## src/rtl/pci_ad_drive_sequencer.sv

```systemverilog
// AD/CBE/PAR pad ownership sequencer: master/target arbitration, turnaround and optional bus parking.
// Bus parking is compiled in when the macro PCI_BUS_PARK_EN is defined.
module pci_ad_drive_sequencer #(
    parameter int unsigned OE_WIDTH          = 32,
    parameter int unsigned TURNAROUND_CYCLES = 1
) (
    input  logic                pci_clk,
    input  logic                pci_reset_l,
    input  logic                pci_gnt_in_prev,
    input  logic                pci_bus_idle_prev,
    input  logic                master_req,
    input  logic                master_done,
    input  logic                target_req,
    input  logic                target_done,
    output logic                master_grant,
    output logic                target_grant,
    output logic [OE_WIDTH-1:0] pci_ad_out_oe_comb,
    output logic [3:0]          pci_cbe_out_oe_comb,
    output logic                pci_par_out_oe_comb,
    output logic                bus_parked,
    output logic                turnaround_busy
);

    typedef enum logic [2:0] {S_IDLE, S_MDRV, S_TDRV, S_PARK, S_TAR} state_t;

    localparam logic [2:0] TAR_LAST = 3'(TURNAROUND_CYCLES);

    state_t        state_q, state_d;
    logic [2:0]    tar_cnt_q, tar_cnt_d;

    logic          master_start;
    logic          park_cond;

    logic          mgrant_d, tgrant_d, ad_oe_d, cbe_oe_d, parked_d, tar_busy_d;
    logic          mgrant_q, tgrant_q, ad_oe_q, cbe_oe_q, par_oe_q, parked_q, tar_busy_q;

    assign master_start = master_req & pci_gnt_in_prev & pci_bus_idle_prev;

`ifdef PCI_BUS_PARK_EN
    assign park_cond = pci_gnt_in_prev & pci_bus_idle_prev & ~master_req & ~target_req;
`else
    assign park_cond = 1'b0;
`endif

    always_ff @(posedge pci_clk or negedge pci_reset_l) begin
        if (!pci_reset_l) begin
            state_q   <= S_IDLE;
            tar_cnt_q <= '0;
        end else begin
            state_q   <= state_d;
            tar_cnt_q <= tar_cnt_d;
        end
    end

    always_comb begin
        state_d   = state_q;
        tar_cnt_d = tar_cnt_q;
        unique case (state_q)
            S_IDLE: begin
                if (target_req)        state_d = S_TDRV;
                else if (master_start) state_d = S_MDRV;
                else if (park_cond)    state_d = S_PARK;
            end
            S_MDRV: begin
                if (master_done) begin
                    state_d   = S_TAR;
                    tar_cnt_d = 3'd1;
                end
            end
            S_TDRV: begin
                if (target_done) begin
                    state_d   = S_TAR;
                    tar_cnt_d = 3'd1;
                end
            end
            S_PARK: begin
`ifdef PCI_BUS_PARK_EN
                // A target request must release the parked bus through TAR before it may drive.
                if (target_req || !pci_gnt_in_prev) begin
                    state_d   = S_TAR;
                    tar_cnt_d = 3'd1;
                end else if (master_start) begin
                    state_d   = S_MDRV;
                end
`else
                state_d = S_IDLE;
`endif
            end
            S_TAR: begin
                if (tar_cnt_q >= TAR_LAST) begin
                    state_d   = S_IDLE;
                    tar_cnt_d = '0;
                end else begin
                    tar_cnt_d = tar_cnt_q + 3'd1;
                end
            end
            default: begin
                state_d   = S_IDLE;
                tar_cnt_d = '0;
            end
        endcase
    end

    // Outputs are decoded from the next state so they switch on the entering edge.
    always_comb begin
        mgrant_d   = (state_d == S_MDRV);
        tgrant_d   = (state_d == S_TDRV);
        ad_oe_d    = (state_d == S_MDRV) || (state_d == S_TDRV) || (state_d == S_PARK);
        cbe_oe_d   = (state_d == S_MDRV) || (state_d == S_PARK);
        parked_d   = (state_d == S_PARK);
        tar_busy_d = (state_d == S_TAR);
    end

    always_ff @(posedge pci_clk or negedge pci_reset_l) begin
        if (!pci_reset_l) begin
            mgrant_q   <= 1'b0;
            tgrant_q   <= 1'b0;
            ad_oe_q    <= 1'b0;
            cbe_oe_q   <= 1'b0;
            par_oe_q   <= 1'b0;
            parked_q   <= 1'b0;
            tar_busy_q <= 1'b0;
        end else begin
            mgrant_q   <= mgrant_d;
            tgrant_q   <= tgrant_d;
            ad_oe_q    <= ad_oe_d;
            cbe_oe_q   <= cbe_oe_d;
            par_oe_q   <= ad_oe_q;
            parked_q   <= parked_d;
            tar_busy_q <= tar_busy_d;
        end
    end

    assign master_grant        = mgrant_q;
    assign target_grant        = tgrant_q;
    assign pci_ad_out_oe_comb  = {OE_WIDTH{ad_oe_q}};
    assign pci_cbe_out_oe_comb = {4{cbe_oe_q}};
    assign pci_par_out_oe_comb = par_oe_q;
    assign bus_parked          = parked_q;
    assign turnaround_busy     = tar_busy_q;

endmodule

```

## config.mk

```make
export PLATFORM = sky130hd
export DESIGN_NAME = pci_ad_drive_sequencer
export DESIGN_NICKNAME = d
export VERILOG_FILES = /design/src/rtl/pci_ad_drive_sequencer.sv
export SDC_FILE = /design/constraint.sdc
export NUM_CORES = 1
export LEC_CHECK = 0
export ABC_AREA = 0
export CAP_MARGIN = 40
export CORE_MARGIN = 2
export CORE_UTILIZATION = 39
export DETAILED_ROUTE_END_ITERATION = 10
export PLACE_DENSITY_LB_ADDON = 0.12
export SYNTH_ARGS = -nofsm -noshare
export SYNTH_HDL_FRONTEND = slang
export SYNTH_SLANG_ARGS = --single-unit
export TNS_END_PERCENT = 5
```

## constraint.sdc

```tcl
create_clock -name pci_clk -period 3.61 [get_ports pci_clk]
set_input_delay 1.083 -clock pci_clk [delete_from_list [all_inputs] [get_ports pci_clk]]
set_output_delay 1.083 -clock pci_clk [all_outputs]
set_load 0.1 [all_outputs]
```

Yosys cells after proc, flatten, opt, wreduce, memory -nomap -nowiden
Cells that the tools add are included.
{ "totals": {"regBits": 13, "out_inout_bits": 41} }
{ "op_classes": {"add_sub_neg": 1, "n_lt_le_gt_ge": 1, "n_bitwise": 3, "mux": 10, "reduce_logical": 6, "eq_ne": 10} }
{ "ops": {"columns": ["cell", "count"], "rows": [
  ["$mux W3", 8],
  ["$pmux W3 S4", 2],
  ["$eq A3 B2 Y1 const B", 4],
  ["$eq A3 B1 Y1 const B", 2],
  ["$eq A3 B3 Y1 const B", 2],
  ["$ne A2 B2 Y1 const B", 2],
  ["$add A3 B1 Y3 const B", 1],
  ["$ge A3 B1 Y1 const B", 1],
  ["$logic_not A3 Y1", 1],
  ["$logic_or A1 B1 Y1", 3],
  ["$reduce_and A3 Y1", 1],
  ["$and A1 B1 Y1", 2],
  ["$reduce_or A2 Y1", 1],
  ["$not A1 Y1", 1]
]} }

Depth between registers and ports, before layout
{ "depth": {"ltp_word": 8, "mapped_depth": 5} }

Worst setup path before layout
Ideal clock, no wire load.
{ "synth_path": {"path_kind": "register to output", "from": "reg ad_oe_q", "to": "out pci_ad_out_oe_comb[0]", "t_arrival_ns": 1.194, "path_buffers": 1, "stages_incl_launch_ff": 2, "path_slack_ns": 1.333, "path_cell_list": "dfrtp_1 buf_4"} }
{ "synth_rtl": {"columns": ["item", "line_no", "rtl"], "rows": [
  ["start: declaration", "35", "logic mgrant_q, tgrant_q, ad_oe_q, cbe_oe_q, par_oe_q, parked_q, tar_busy_q;"],
  ["start signal: assignment", "126", "ad_oe_q <= ad_oe_d;"],
  ["end: declaration", "17", "output logic [OE_WIDTH-1:0] pci_ad_out_oe_comb,"]
]} }
No word-level cell between the ends.

Final worst setup path
{ "layout_path": {"from": "reg ad_oe_q", "to": "out pci_ad_out_oe_comb[20]"} }
No word-level cell between the ends.

==> qor.txt <==
First-pass GRT wire length -> 1950 um
Critical Path Fanout Max -> 33
Register bit total from synthesis -> 13
Setup violations, final -> 0
Number of flops mapped to enable cells by yosys -> 0
Syn Inst Count -> 80
Adder-Cell Fraction of Synth Area -> 3.03%
Drt first pass iters -> 3
Final #Nets -> 106
CTS Buf Count -> 3
Slowest stage cell, crit path -> dfrtp_1
Clock slew at reported path FFs -> 0.08 ns
Worst Path Buf+Inv -> 1
Die ar. -> 2500 um2
Synth cell count leaders -> buf_4, dfrtp_1, inv_1
DRC -> 0
Max Cap Viol -> 0
Synth Flop Type -> dfrtp_1
Delay-heaviest family, CP -> flip-flops
Mux share of post-synthesis cell area -> 0%
Cell Area, Synth -> 825 um2
CTS Hold Bufs -> 0
Critical Path Sink Type -> output pin
Vias in the first global route -> 441
Antenna Violating Nets Remaining -> 0
Worst EP required -> 2.53 ns
Ant diodes -> 0
Clock skew -> 0.00260 ns
Sequential element share of the synthesized area -> 39.5%
Worst rel slew slack -> 44.3%
Setup Fix Bufs, Post-CTS -> 0
Simple-gate area share of the yosys netlist -> 9.71%
Initial antenna violation count -> 0
Post-DP HPWL -> 956 um
Ys Warns -> 0
# IOs -> 49
Main combinational cell family by area after synthesis -> buffers and inverters
Initial Utilization -> 41.6%
Average via count per standard cell -> 4.42
GRT Total Usage -> 10.5%
Clk Tree Root Cell -> clkbuf_4
Tmin final -> 2.68 ns
Die Width -> 50.0 um
Fin Setup TNS -> 0 ns
Port Buf Inserts -> 48
Wire per inst -> 10.2 um
DRT iter0 DRCs -> 3
Largest net degree at the start of global routing -> 34
Critical-path cell list -> buf_4
Post-synth ARST share -> 100%
Clock latency on the worst-skew pair -> 0.27 ns
Hold Crit Class -> reg -> reg
Syn Area/Cell -> 10.3 um2
RSZ-0062 raised after global routing -> no
Compound-cell area share of the yosys netlist -> 12.1%
Top cell type's share of synthesized area -> 39.5%
CTS tree -> yes
Vias -> 539
Area contributors post-synth -> dfrtp_1, buf_4, a41o_1
Synth Net Count -> 90
Area growth syn-to-layout -> 19.7%
Final worst-path cycle share -> 74.1%
Register Area -> 325 um2
Least-Margin Pin Slew -> 0.836 ns
H-tree Lvls -> 1
CP startpoint kind -> register
Layout cell share with drive strength beyond 1 -> 50.5%
GPL Wtd Cong -> 0.763
Worst Path Arrival -> 1.59 ns
Fin. max-slew vios -> 0
# fillers -> 173
Max Fclk -> 374 MHz
Post-CTS sizing -> 0
Netlist cell types -> 21
Row cnt -> 16
Core box area -> 1980 um2
Status -> complete, no violations
Die H -> 50.0 um
Post-Synth XOR/XNOR Area -> 0%
Max clock buf depth -> 2
Routed WL -> 1250 um
Fin. Hold Viols -> 0
Multi-input gate area -> 209 um2
Worst Setup Path Type -> reg -> out
CTS Sinks -> 13
Most common cell in the synthesized netlist -> buf_4
CP peak stage delay -> 0.89 ns
Cell taking the most area after synthesis -> dfrtp_1
Gr ovfl total -> 0
[per-stage QoR]
step / instance area (um2) / setup WS [ns] / instances / hold slack (ns) / utilization, %
floorplan: 825 / 1.33 / 80 / 0.467 / -
global placement: 961 / 1.26 / 118 / 0.489 / 48.5
detailed placement: 961 / 1.20 / 118 / 0.486 / 48.5
CTS: 987 / 0.901 / 122 / 0.508 / 49.8
global route: 987 / 0.788 / 122 / 0.528 / 49.8
finish: 987 / 0.934 / 122 / 0.511 / 49.8
[registers in the layout, summed over array words and instances, names as in the netlist]
| signal | flops |
|---|---|
| state_q | 3 |
| tar_cnt_q | 3 |
| ad_oe_q | 1 |
| bus_parked | 1 |
| cbe_oe_q | 1 |
| master_grant | 1 |
| pci_par_out_oe_comb | 1 |
| target_grant | 1 |
| turnaround_busy | 1 |
[metal layers]
layer | routed length, um | share of wire, % | vias up | global-route usage [%]
met1 | 557 | 45 | 242 | 11.8
met4 | 10 | 0.80 | 0 | 5.56
met3 | 140 | 11 | 2 | 3.33
met5 | 0 | 0 | - | 0
li1 | - | - | 262 | -
met2 | 538 | 43 | 33 | 17.3
[cell families (layout without fill, tap and decap cells)]
| family | count (synthesis) | in the layout |
|---|---|---|
| AND/OR/NAND/NOR | 12 | 12 |
| other | 1 | 1 |
| flip-flops | 13 | 13 |
| buffers and inverters | 41 | 56 |
| adder cells (fa/ha/maj) | 2 | 2 |
| AO/OA/AOI/OAI | 11 | 11 |
[layout by cell type, fill, tap and decap left out, types with 2 or more instances in the layout]
cell / Yosys / layout
a211oi_1: 2 / 2
a21oi_1: 2 / 2
a32o_2: 2 / 2
a41o_1: 3 / 3
buf_4: 36 / 41
clkbuf_4: 0 / 3
clkdlybuf4s50_1: 0 / 7
dfrtp_1: 13 / 13
ha_1: 2 / 2
inv_1: 4 / 4
nand2b_1: 3 / 3
nor2_1: 2 / 2
[worst paths after layout]
check / start / cells after the start / end / slack [ns]
worst max-delay path: ad_oe_q / 1 / pci_ad_out_oe_comb[20] / 0.93
worst min-delay path: tar_cnt_q[2] / 1 / tar_cnt_q[2] / 0.51
worst max register to register: state_q[0] / 3 / tar_cnt_q[2] / 2.22
worst min register to register: tar_cnt_q[2] / 1 / tar_cnt_q[2] / 0.51
max in group asynchronous: pci_reset_l / 1 / state_q[0] / 2.07
min in group asynchronous: pci_reset_l / 1 / tar_cnt_q[2] / 1.17
[final cells by class]
cell class,count,area share [%]
flip-flops and latches,13,33.0
well taps,27,3.42
repair buffers,48,38.3
inverters,4,1.52
clock buffers,4,2.66
multi-input cells,26,21.2
Power is not shown: default switching activity piles up to over one toggle a cycle in this logic, so the estimate is an artifact.
